===== src/rtl/doodle_pkg.sv =====
// rtl/doodle_pkg.sv - shared state encoding, physics defaults and screen bounds
package doodle_pkg;

  typedef enum logic [1:0] {
    ST_IDLE    = 2'd0,
    ST_RISING  = 2'd1,
    ST_FALLING = 2'd2,
    ST_DEAD    = 2'd3
  } state_t;

  localparam int DEF_START_Y     = 400;
  localparam int DEF_SCROLL_LINE = 200;
  localparam int DEF_BOTTOM_Y    = 514;
  localparam int DEF_JUMP_V      = 12;
  localparam int DEF_GRAVITY     = 1;
  localparam int DEF_MAX_FALL    = 10;

  localparam int SCREEN_TOP    = 35;
  localparam int SCREEN_BOTTOM = 514;
  localparam int SCREEN_LEFT   = 144;
  localparam int SCREEN_RIGHT  = 783;

endpackage


===== src/rtl/frame_contact_latch.sv =====
// rtl/frame_contact_latch.sv - remembers any platform contact seen during the current frame
module frame_contact_latch (
  input  logic clk,
  input  logic rst,
  input  logic frame_tick,
  input  logic contact,
  output logic latched
);

  // The tick consumes the latch, so a contact only counts for one frame update.
  always_ff @(posedge clk) begin
    if (rst || frame_tick) begin
      latched <= 1'b0;
    end else if (contact) begin
      latched <= 1'b1;
    end
  end

endmodule


===== src/rtl/doodle_physics.sv =====
// rtl/doodle_physics.sv - per-frame vertical motion, landing, scrolling and scoring of the doodle
module doodle_physics
  import doodle_pkg::*;
#(
  parameter int START_Y     = DEF_START_Y,
  parameter int SCROLL_LINE = DEF_SCROLL_LINE,
  parameter int BOTTOM_Y    = DEF_BOTTOM_Y,
  parameter int JUMP_V      = DEF_JUMP_V,
  parameter int GRAVITY     = DEF_GRAVITY,
  parameter int MAX_FALL    = DEF_MAX_FALL
) (
  input  logic        clk,
  input  logic        rst,
  input  logic        frame_tick,
  input  logic        start,
  input  logic        contact,
  output logic [9:0]  doodle_y,
  output logic [9:0]  v_counter,
  output logic [15:0] score,
  output logic        game_over,
  output logic [1:0]  state
);

  localparam logic [9:0]         START_Y10   = 10'(START_Y);
  localparam logic [9:0]         SCROLL_Y10  = 10'(SCROLL_LINE);
  localparam logic [9:0]         BOTTOM_Y10  = 10'(BOTTOM_Y);
  localparam logic signed [10:0] SCROLL_S    = 11'(SCROLL_LINE);
  localparam logic signed [10:0] BOTTOM_S    = 11'(BOTTOM_Y);
  localparam logic signed [5:0]  LAUNCH_VEL  = -6'(JUMP_V);
  localparam logic signed [6:0]  MAX_FALL_S  = 7'(MAX_FALL);
  localparam logic [6:0]         GRAVITY7    = 7'(GRAVITY);

  state_t             st;
  logic signed [5:0]  vel;
  logic               latched;
  logic               hit;
  logic signed [10:0] ny;
  logic signed [6:0]  vel_inc;
  logic signed [5:0]  vel_next;
  logic signed [10:0] scroll_d;
  logic [16:0]        score_sum;

  frame_contact_latch u_latch (
    .clk        (clk),
    .rst        (rst),
    .frame_tick (frame_tick),
    .contact    (contact),
    .latched    (latched)
  );

  assign state = st;
  assign hit   = latched | contact;

  // Candidate position, gravity-limited velocity and scroll amount for this tick.
  always_comb begin
    ny        = {1'b0, doodle_y} + {{5{vel[5]}}, vel};
    vel_inc   = {vel[5], vel} + GRAVITY7;
    vel_next  = (vel_inc > MAX_FALL_S) ? MAX_FALL_S[5:0] : vel_inc[5:0];
    scroll_d  = SCROLL_S - ny;
    score_sum = {1'b0, score} + {7'd0, scroll_d[9:0]};
  end

  // Game FSM and motion registers; everything advances only on the frame tick.
  always_ff @(posedge clk) begin
    if (rst) begin
      st        <= ST_IDLE;
      vel       <= '0;
      doodle_y  <= START_Y10;
      v_counter <= '0;
      score     <= '0;
      game_over <= 1'b0;
    end else if (frame_tick) begin
      case (st)
        ST_IDLE: begin
          if (start) begin
            st  <= ST_RISING;
            vel <= LAUNCH_VEL;
          end
        end
        ST_RISING, ST_FALLING: begin
          if (st == ST_FALLING && hit) begin
            st  <= ST_RISING;
            vel <= LAUNCH_VEL;
          end else begin
            vel <= vel_next;
            if (st == ST_RISING) begin
              if (ny < SCROLL_S) begin
                doodle_y  <= SCROLL_Y10;
                v_counter <= v_counter + scroll_d[9:0];
                score     <= score_sum[16] ? 16'hFFFF : score_sum[15:0];
              end else begin
                doodle_y <= ny[9:0];
              end
              if (!vel_next[5]) begin
                st <= ST_FALLING;
              end
            end else if (ny >= BOTTOM_S) begin
              doodle_y  <= BOTTOM_Y10;
              st        <= ST_DEAD;
              game_over <= 1'b1;
            end else begin
              doodle_y <= ny[9:0];
            end
          end
        end
        ST_DEAD: begin
          if (start) begin
            st        <= ST_IDLE;
            vel       <= '0;
            doodle_y  <= START_Y10;
            v_counter <= '0;
            score     <= '0;
            game_over <= 1'b0;
          end
        end
        default: st <= ST_IDLE;
      endcase
    end
  end

endmodule


===== config.mk =====
export PLATFORM = sky130hd
export DESIGN_NAME = doodle_physics
export DESIGN_NICKNAME = d
export VERILOG_FILES = /design/src/rtl/doodle_pkg.sv /design/src/rtl/frame_contact_latch.sv /design/src/rtl/doodle_physics.sv
export SDC_FILE = /design/constraint.sdc
export NUM_CORES = 1
export LEC_CHECK = 0
export BUFFER_PORTS_ARGS = -buffer_cell sky130_fd_sc_hd__buf_2
export CAP_MARGIN = 30
export CORE_AREA = 2 2 82 84
export DETAILED_ROUTE_END_ITERATION = 8
export DIE_AREA = 0 0 84 86
export MAX_ROUTING_LAYER = met4
export PLACE_DENSITY = 0.81
export SKIP_LAST_GASP = 1
export SLEW_MARGIN = 20
export SYNTH_ARGS = -nofsm -noshare
export SYNTH_HDL_FRONTEND = slang
export SYNTH_SLANG_ARGS = --single-unit
export TNS_END_PERCENT = 100

===== constraint.sdc =====
create_clock -name clk -period 12 [get_ports clk]
set_clock_uncertainty 0.1 [all_clocks]
set_input_delay 1.8 -clock clk [delete_from_list [all_inputs] [get_ports clk]]
set_output_delay 1.8 -clock clk [all_outputs]
set_load 0.01 [all_outputs]

==> flow_summary.yaml, run 1 <==
clock_network:
  h-tree-depth: 2
  numCtsBuffers: 5
  ctsResizeCount: 0
  cts_tree: "done"
  ctsHoldBuffers: 0
  clock_path_buffers: 2
  clkTransAtPathRegs_ns: 0.10
  clk_latency_ns: 0.31
  clock-sinks: 46
  cts_setup_buffers: 0
  cts-root-buf: "clkbuf_8"
synthesis:
  yosysMostFrequentCell: "a21oi_1"
  synth_ff_type: "dfxtp_1"
  async_reset_ff_share_pct: 0
  syn_nets: 542
  syn_inst: 497
  synth_commonest_cells: "58 x a21oi_1, 51 x nand2_1, 46 x dfxtp_1"
  yosys.cell_types.count: 66
  ys_ff_latch: 46
  synth_area_leaders: "dfxtp_1 24%, ha_1 12%, a21oi_1 7.5%, nand2_1 4.9%, nor2_1 4.1%"
  synth_top_area_share_pct: 23.6
  yosys_warnings: 0
  synth_edf_count: 0
  seq_area_frac_synth_pct: 23.6
  avgSynthCellArea_um2: 7.84
  syn_area_mm2: 0.00390
  yosys.area.top_type: "dfxtp_1"
cells_and_area:
  area_growth_pct: 8.70
  fin_nets: 576
  drive_gt1_share_pct: 13.5
  num_antenna_cells: 0
  fill_cells: 547
floorplan:
  die_width_um: 84
  ioPinCount: 44
  die_h_um: 86
  start_util_pct: 62.1
  rows: 29
  fp.dieArea_mm2: 0.00722
  core_area_mm2: 0.00628
hold_path:
  min_from: "v_counter[4]"
  hold_path_depth: 2
  whs_endpoint: "v_counter[4]"
  hp-class: "reg2reg"
worst_setup_path:
  reg2reg_depth: 15
  criticalPathCategory: "reg2reg"
  endpoint_kind: "register"
  r2r-start: "vel[5]"
  worstSetupStartpointType: "register"
  worstPathRequired_ns: 12.13
  reg2reg_slack_ns: 7.14
  arrival_ns: 5.00
  worstPathMaxFanout: 14
  r2r_end: "score[11]"
drt:
  vias: 3884
  viasPerCell: 6.38
  antenna_left: 0
  drt-pass1-iter-count: 5
  wl_per_cell_um: 16.3
  drt_wl_total_um: 9940
  drc_errors: 0
  drtIter0Drc: 328
sta:
  fin_setup_tns_ns: 0
  layout_setup_ws_ns: 7.14
  min_period_over_period_pct: 40.5
  setup_viol_count_final: 0
  hold_violations: 0
  rsz0062_at_grt: "no"
  timing.hold.ws_ns: 0.380
  fmax_ghz: 0.206
  maxSlewViolCount: 0
  period_minus_slack_ns: 4.86
  tightest_slew_ns: 0.794
  slew_headroom_pct: 47.1
placement:
  hpwl_um: 7490
  portBuffers: 43
  place_ws_ns: 7.22
  gp_congestion: 0.977
global_route:
  first_global_vias: 3595
  grt_pass1_wl_um: 16600
  grt_use_total_pct: 28.4
  grt_max_degree: 49
  antenna_found_initial: 0
  overflow: 0
power_and_ir_drop:
  power_density_mw_per_mm2: 125
  peakVddDrop_uv: 73.6
  p_total_w: 0.000530
  power_leakage_nw: 1.83
job:
  max_cap_viol_count: 0
status:
  status: "completed"
## through the flow
step	utilization [%]	instance area, um2	std cells
final	67.5	4240	609
after global routing	67.5	4240	609
after CTS	67.5	4240	609
after detailed placement	66.0	4140	601
after global placement	66.0	4140	601
after floorplan	-	3900	497
## cell families after synthesis
group	after synthesis	share of synthesized area (%)
AOI/OAI and AO/OA	165	29.0
DFF	46	23.6
and+or+nand+nor	174	22.0
muxes	4	1.09
buffers and inverters	39	4.11
adders and majority gates	40	13.4
xor gates and xnor gates	29	6.71
## final cells by class
type,instances,area [um2],area share [%]
Timing Repair Buffer,45,230,5.44
Inverter,21,78.8,1.86
Clock inverter,3,25.0,0.591
Tap cell,77,96.3,2.27
Multi-Input combinational cell,412,2820,66.5
Clock buffer,5,68.8,1.62
Sequential cell,46,921,21.7
## metal layers
layer | vias to the layer above | wire [um] | GRT usage (%)
met4 | 0 | 201 | 9.09
met2 | 146 | 4860 | 48.9
met3 | 24 | 625 | 3.66
met5 | - | 0 | -
li1 | 1898 | - | -
met1 | 1816 | 4240 | 34.8
## sequential cells by signal (all words and copies together) (netlist names)
signal           cells
score               16
state                2
game_over            1
u_latch.latched      1
vel                  6
doodle_y            10
v_counter           10
## worst max-delay path by stage
stage	from	to	cells after the start
after floorplan	vel[0]	score[11]	17
after global placement	vel[5]	score[11]	15
after detailed placement	vel[5]	score[11]	15
after CTS	vel[5]	score[11]	15
after global routing	vel[5]	score[11]	15
final	vel[5]	score[11]	15
## where the power goes
group | total, W | leakage (nW) | switching [W] | internal (W)
Combinational | 0.000249 | 1.41 | 0.000149 | 0.0000997
Clock | 0.000106 | 0.0447 | 0.0000636 | 0.0000423
Sequential | 0.000176 | 0.373 | 0.0000123 | 0.000163
## worst max-delay path, cell delays in order (launching register included)
cell      delay, ns
dfxtp_1        0.65
ha_1           0.44
and2_4         0.20
a221o_1        0.39
o41ai_2        0.37
o211ai_2       0.18
o21a_1         0.22
xnor2_1        0.26
inv_1          0.10
ha_1           0.36
nand3_1        0.12
nand3b_1       0.22
nand2_1        0.22
nand4_1        0.37
a31o_2         0.36
a211oi_1       0.21
## cell usage in the layout (no fill, tap or decap), types with 5 or more instances in the layout
master     n
or3_1      9
a21o_1    10
a211oi_1   5
and3_1     5
nor2b_1    7
buf_2     43
dfxtp_1   46
clkbuf_8   5
nand3_1   11
nand2_1   51
inv_1     21
o21ai_0   26
xor2_1    14
a21oi_1   58
nand2b_1   5
nor2_1    43
xnor2_1   14
nor3_1    19
ha_1      37
o211ai_1   7
a211o_1    8
nor3b_1    6
a31oi_1    7
Power figures use the tool's default switching activity.
==> inputs of run 2 (changes only) <==
--- a/config.mk
+++ b/config.mk
@@ -5,13 +5,14 @@
 export SDC_FILE = /design/constraint.sdc
 export NUM_CORES = 1
 export LEC_CHECK = 0
+export ABC_AREA = 1
 export BUFFER_PORTS_ARGS = -buffer_cell sky130_fd_sc_hd__buf_2
 export CAP_MARGIN = 30
-export CORE_AREA = 2 2 82 84
+export CORE_AREA = 2 2 88 90
 export DETAILED_ROUTE_END_ITERATION = 8
-export DIE_AREA = 0 0 84 86
+export DIE_AREA = 0 0 90 92
 export MAX_ROUTING_LAYER = met4
-export PLACE_DENSITY = 0.81
+export PLACE_DENSITY = 0.74
 export SKIP_LAST_GASP = 1
 export SLEW_MARGIN = 20
 export SYNTH_ARGS = -nofsm -noshare
==> constraint.sdc (replaced) <==
create_clock -name clk -period 4.4 [get_ports clk]
set_clock_uncertainty 0.1 [all_clocks]
set_input_delay 0.66 -clock clk [delete_from_list [all_inputs] [get_ports clk]]
set_output_delay 0.66 -clock clk [all_outputs]
set_load 0.01 [all_outputs]
==> run 2 against run 1 <==
  * Clock power is 140% higher
  * Utilization down 10 points
  * Highest routed layer unchanged
  * Global-route usage is 4.0 points lower
  * Sequential share of layout area shrank 0.11 points
  * Wire length fell by 4.4%
  * Critical path depth increased by 6
  * Die area grew 15%
==> flow_summary.yaml, run 2 <==
status:
  status: "completed"
synthesis:
  yosysMostFrequentCell: "nand2_1"
  synth_area_leaders: "dfxtp_1 24%, nand2_1 15%, ha_1 12%, inv_1 6.7%, a21oi_1 6.3%"
  synth_edf_count: 0
  async_reset_ff_share_pct: 0
  yosys.area.top_type: "dfxtp_1"
  synth_top_area_share_pct: 23.8
  ys_ff_latch: 46
  avgSynthCellArea_um2: 6.79
  syn_nets: 614
  synth_ff_type: "dfxtp_1"
  syn_inst: 569
  yosys.cell_types.count: 40
  syn_area_mm2: 0.00386
  yosys_warnings: 0
  synth_commonest_cells: "156 x nand2_1, 69 x inv_1, 49 x a21oi_1"
  seq_area_frac_synth_pct: 23.8
floorplan:
  core_area_mm2: 0.00745
  die_h_um: 92
  start_util_pct: 51.9
  die_width_um: 90
  rows: 32
  ioPinCount: 44
  fp.dieArea_mm2: 0.00828
placement:
  place_inst: 705
  place_ws_ns: 0.417
  portBuffers: 43
  gp_congestion: 1.02
  hpwl_um: 7260
cells_and_area:
  layoutNonFillerInstCount: 713
  top_regs: "score x16, doodle_y x10, v_counter x10"
  regMostFlops: "score"
  drive_gt1_share_pct: 17.2
  layout_common_cells: "156 x nand2_1, 68 x inv_1, 49 x a21oi_1"
  final_common_cell: "nand2_1"
  area_growth_pct: 10.2
  num_antenna_cells: 0
  largest_register_ffs: 16
  fin_nets: 656
clock_network:
  clock-sinks: 46
  numCtsBuffers: 5
  cts_setup_buffers: 0
  h-tree-depth: 2
  cts_tree: "done"
  clock_path_buffers: 2
  cts-root-buf: "clkbuf_8"
  clk_latency_ns: 0.30
  clkTransAtPathRegs_ns: 0.09
  ctsHoldBuffers: 0
sta:
  min_period_over_period_pct: 89.3
  layout_setup_ws_ns: 0.473
  maxSlewViolCount: 0
  fin_setup_tns_ns: 0
  setup_viol_count_final: 0
  slew_headroom_pct: 59.9
  tightest_slew_ns: 0.596
  period_minus_slack_ns: 3.93
  hold_violations: 0
  rsz0062_at_grt: "no"
  fmax_ghz: 0.255
worst_setup_path:
  worstPathRequired_ns: 4.54
  arrival_ns: 4.07
  worstSetupStartpointType: "register"
  worstPathMaxFanout: 7
  reg2reg_depth: 21
  endpoint_kind: "register"
  criticalPathCategory: "reg2reg"
power_and_ir_drop:
  power_leakage_nw: 2.10
  peakVddDrop_uv: 455
  power_density_mw_per_mm2: 836
drt:
  wl_per_cell_um: 13.3
  drtIter0Drc: 200
  drc_errors: 0
  antenna_left: 0
  drt_wl_total_um: 9500
  viasPerCell: 5.36
  drt-pass1-iter-count: 5
  vias: 3823
global_route:
  grt_max_degree: 43
  grt_use_total_pct: 24.4
  overflow: 0
  first_global_vias: 3693
  antenna_found_initial: 0
  grt_pass1_wl_um: 16500
hold_path:
  hp-class: "reg2reg"
  hold_path_depth: 2
job:
  max_cap_viol_count: 0
==> run 2: cell types whose count changed in the layout (fill, tap and decap cells not counted), moves of 8 or more <==
cell | previous run | this run
a21oi_1 | 58 | 49
or3_1 | 9 | 0
nor3_1 | 19 | 7
a21oi_2 | 0 | 17
a211o_1 | 8 | 0
inv_1 | 21 | 68
xnor2_1 | 14 | 3
nand3_1 | 11 | 42
nor2_1 | 43 | 31
nand3_2 | 0 | 8
o21ai_2 | 0 | 10
nand2_1 | 51 | 156
==> run 2: metrics by stage <==
stage	hold slack, ns	total power [W]	instance area (um2)	utilization (%)
2_1_floorplan	0.374	0.00270	3860	-
3_3_place_gp	0.372	0.00324	4160	55.8
3_5_place_dp	0.381	0.00328	4160	55.8
4_1_cts	0.394	0.00356	4240	56.9
5_1_grt	0.422	0.00396	4260	57.2
6_report	0.391	0.00356	4260	57.2
==> run 2: what timing repair did <==
action                                 CTS  global route
endpoints found under the hold margin    0             0
setup endpoints to repair                0             7
gates resized for setup                  0             1
==> run 2: cells by family after synthesis <==
kind of cell	count (synthesis)	synth area share [%]
flip-flops	46	23.8
AND/OR/NAND/NOR	270	31.5
buffers and inverters	83	8.65
adder cells (fa/ha/maj)	40	13.5
XOR/XNOR	21	4.96
AO/OA/AOI/OAI	109	17.5
==> run 2: worst paths after layout <==
| check | slack [ns] | endpoint | startpoint |
|---|---|---|---|
| max | 0.47 | score[8] | vel[0] |
| max reg2reg | 0.47 | score[8] | vel[0] |
| min reg2reg | 0.39 | doodle_y[9] | doodle_y[9] |
| min | 0.39 | doodle_y[9] | doodle_y[9] |
==> run 2: final cells by class <==
cell class | count | area [um2]
fill | 754 | 3190
sequential | 46 | 921
clock inverter | 1 | 7.51
multi-input combinational | 440 | 2610
inverter | 72 | 270
tap | 102 | 128
clock buffer | 6 | 72.6
timing repair buffer | 46 | 250
==> run 2: report_power, final <==
group | internal (W) | total, W | switching, W
registers | 0.000539 | 0.000665 | 0.000126
logic | 0.000942 | 0.00263 | 0.00169
clock network | 0.000109 | 0.000257 | 0.000148
total | 0.00159 | 0.00356 | 0.00197
==> run 2: worst max-delay path, stage by stage, from the launching register on <==
cell	delay (ns)
dfxtp_1	0.44
ha_1	0.23
inv_1	0.06
fa_1	0.58
nand4_1	0.18
nand3_1	0.13
nand2_1	0.08
inv_1	0.06
nand2_1	0.06
nand2_1	0.13
nand2_1	0.11
ha_1	0.37
nand2_1	0.09
o21ai_0	0.18
a21o_1	0.13
nand2_1	0.07
nand2_1	0.11
nand4_1	0.16
inv_2	0.18
buf_4	0.21
o21ai_2	0.08
a21oi_2	0.13
==> run 2: per-layer routing <==
layer | vias to the layer above | track usage (%) | wire length, um | share of wire [%]
met3 | 14 | 2.88 | 389 | 4.1
met4 | 0 | 6.28 | 142 | 1.5
met2 | 95 | 43.7 | 4700 | 49
met1 | 1758 | 29.3 | 4270 | 45
met5 | - | - | 0 | 0
li1 | 1956 | - | - | -
==> inputs of run 3 (changes only) <==
--- a/config.mk
+++ b/config.mk
@@ -5,17 +5,15 @@
 export SDC_FILE = /design/constraint.sdc
 export NUM_CORES = 1
 export LEC_CHECK = 0
-export ABC_AREA = 1
 export BUFFER_PORTS_ARGS = -buffer_cell sky130_fd_sc_hd__buf_2
 export CAP_MARGIN = 30
 export CORE_AREA = 2 2 88 90
 export DETAILED_ROUTE_END_ITERATION = 8
 export DIE_AREA = 0 0 90 92
 export MAX_ROUTING_LAYER = met4
-export PLACE_DENSITY = 0.74
+export PLACE_DENSITY = 0.75
 export SKIP_LAST_GASP = 1
 export SLEW_MARGIN = 20
 export SYNTH_ARGS = -nofsm -noshare
 export SYNTH_HDL_FRONTEND = slang
 export SYNTH_SLANG_ARGS = --single-unit
-export TNS_END_PERCENT = 100
==> run 3 against run 2 <==
  * Sequential power decreased by 29%
  * Critical path depth fell by 5
  * Clock power is 25% higher
  * Worst setup slack worse by 0.27 ns
  * Utilization up 1.9 points
  * Combinational power down 72%
  * Register-to-register slack worse by 0.27 ns
  * First-iteration DRC count grew 24%
==> flow_summary.yaml, run 3 (synthesized netlist as in run 1, its figures left out) <==
cells_and_area:
  num_antenna_cells: 0
  drive_gt1_share_pct: 16.3
  fin_nets: 585
  final_common_cell: "a21oi_1"
  top_regs: "score x16, doodle_y x10, v_counter x10"
  regMostFlops: "score"
  largest_register_ffs: 16
  layoutNonFillerInstCount: 643
  layout_common_cells: "58 x a21oi_1, 51 x nand2_1, 44 x dfxtp_1"
  area_growth_pct: 12.9
  finish.utilization_pct: 59.1
clock_network:
  clock-sinks: 46
  cts_setup_buffers: 0
  cts_tree: "done"
  clock_path_buffers: 2
  cts-root-buf: "clkbuf_8"
  h-tree-depth: 2
  ctsHoldBuffers: 0
  clk_latency_ns: 0.31
  clkTransAtPathRegs_ns: 0.10
  numCtsBuffers: 5
drt:
  drtIter0Drc: 247
  viasPerCell: 6.06
  drc_errors: 0
  antenna_left: 0
  wl_per_cell_um: 16.4
  drt_wl_total_um: 10500
  drt-pass1-iter-count: 5
  vias: 3894
placement:
  place_ws_ns: 0.157
  hpwl_um: 7860
  gp_congestion: 0.880
  place_inst: 635
  portBuffers: 43
sta:
  period_minus_slack_ns: 4.20
  hold_violations: 0
  layout_setup_ws_ns: 0.198
  timing.hold.ws_ns: 0.378
  setup_viol_count_final: 0
  tightest_slew_ns: 0.825
  min_period_over_period_pct: 95.5
  maxSlewViolCount: 0
  slew_headroom_pct: 45.0
  fmax_ghz: 0.238
hold_path:
  min_from: "v_counter[4]"
  hold_path_depth: 2
  hp-class: "reg2reg"
  whs_endpoint: "v_counter[4]"
floorplan:
  die_width_um: 90
  ioPinCount: 44
  core_area_mm2: 0.00745
  die_h_um: 92
  rows: 32
  start_util_pct: 52.3
  fp.dieArea_mm2: 0.00828
global_route:
  grt_use_total_pct: 26.1
  overflow: 0
  antenna_found_initial: 0
  grt_pass1_wl_um: 17400
  first_global_vias: 3682
  grt_max_degree: 49
status:
  status: "completed"
worst_setup_path:
  reg2reg_depth: 16
  reg2reg_slack_ns: 0.20
  worstSetupStartpointType: "register"
  worstPathMaxFanout: 7
  r2r_end: "v_counter[9]"
  criticalPathCategory: "reg2reg"
  endpoint_kind: "register"
  r2r-start: "vel[0]"
  worstPathRequired_ns: 4.48
  arrival_ns: 4.28
power_and_ir_drop:
  power_density_mw_per_mm2: 346
  power_leakage_nw: 1.90
  peakVddDrop_uv: 219
job:
  max_cap_viol_count: 0
[run 3: cell types whose count changed in the layout (fill, tap and decap cells not counted), sizes merged, moves of 9 or more]
cell / previous run / this run
nor2: 33 / 43
or3: 0 / 9
inv: 72 / 21
o211ai: 0 / 9
nand3: 50 / 11
nand2: 164 / 51
nor3: 8 / 19
xnor2: 3 / 14
[run 3: metal layers]
metal / vias up / global-route usage [%] / part of all wire [%]
met5: - / - / 0
met4: 0 / 8.21 / 1.7
met3: 18 / 2.96 / 4.6
met2: 122 / 44.7 / 50
met1: 1847 / 32.4 / 44
li1: 1907 / - / -
[run 3: worst max-delay path: stages (launching register included)]
cell and delay [ns]:
dfxtp_4 0.39, ha_2 0.21, inv_1 0.06, fa_1 0.42, nand2b_1 0.21, a21oi_1 0.17, xor2_1 0.24, buf_4 0.19
xnor2_1 0.19, ha_1 0.31, inv_1 0.10, o22ai_1 0.10, or4_1 0.47, a41o_1 0.28, nand2_1 0.06, nor3_1 0.04
or4_1 0.53
[run 3: what timing repair did]
action / in CTS / in global routing
gates resized for setup: 0 / 13
hold endpoints to repair: 0 / 0
endpoints found under the setup margin: 0 / 14
[run 3: per-stage QoR]
stage / setup TNS, ns / power (W) / instance area (um2)
final: 0 / 0.00152 / 4400
after global routing: -0.0547 / 0.00162 / 4400
after CTS: 0 / 0.00150 / 4350
after detailed placement: 0 / 0.00117 / 4240
after global placement: 0 / 0.00116 / 4240
after floorplan: 0 / 0.00101 / 3900
[run 3: where the power goes]
group | leakage (nW) | total [W] | internal, W | switching, W
clock network | 0.0514 | 0.000322 | 0.000170 | 0.000153
registers | 0.374 | 0.000473 | 0.000445 | 0.0000286
logic | 1.47 | 0.000726 | 0.000293 | 0.000433
[run 3: worst max path at each step]
stage / start / endpoint / slack [ns] / cells past startpoint
4_1_cts: vel[0] / score[15] / 0.1 / 18
2_1_floorplan: vel[0] / score[11] / 0.33 / 17
5_1_grt: vel[0] / score[15] / -0.03 / 18
3_5_place_dp: vel[0] / score[15] / 0.16 / 18
3_3_place_gp: vel[0] / score[13] / 0.22 / 18
6_report: vel[0] / v_counter[9] / 0.20 / 16
[run 3: area by class of cell]
type,instances,area [um2]
Tap cell,102,128
Fill cell,705,3050
Clock inverter,2,37.5
Multi-Input combinational cell,412,2860
Sequential cell,46,926
Inverter,21,78.8
Timing Repair Buffer,54,298
Clock buffer,6,72.6
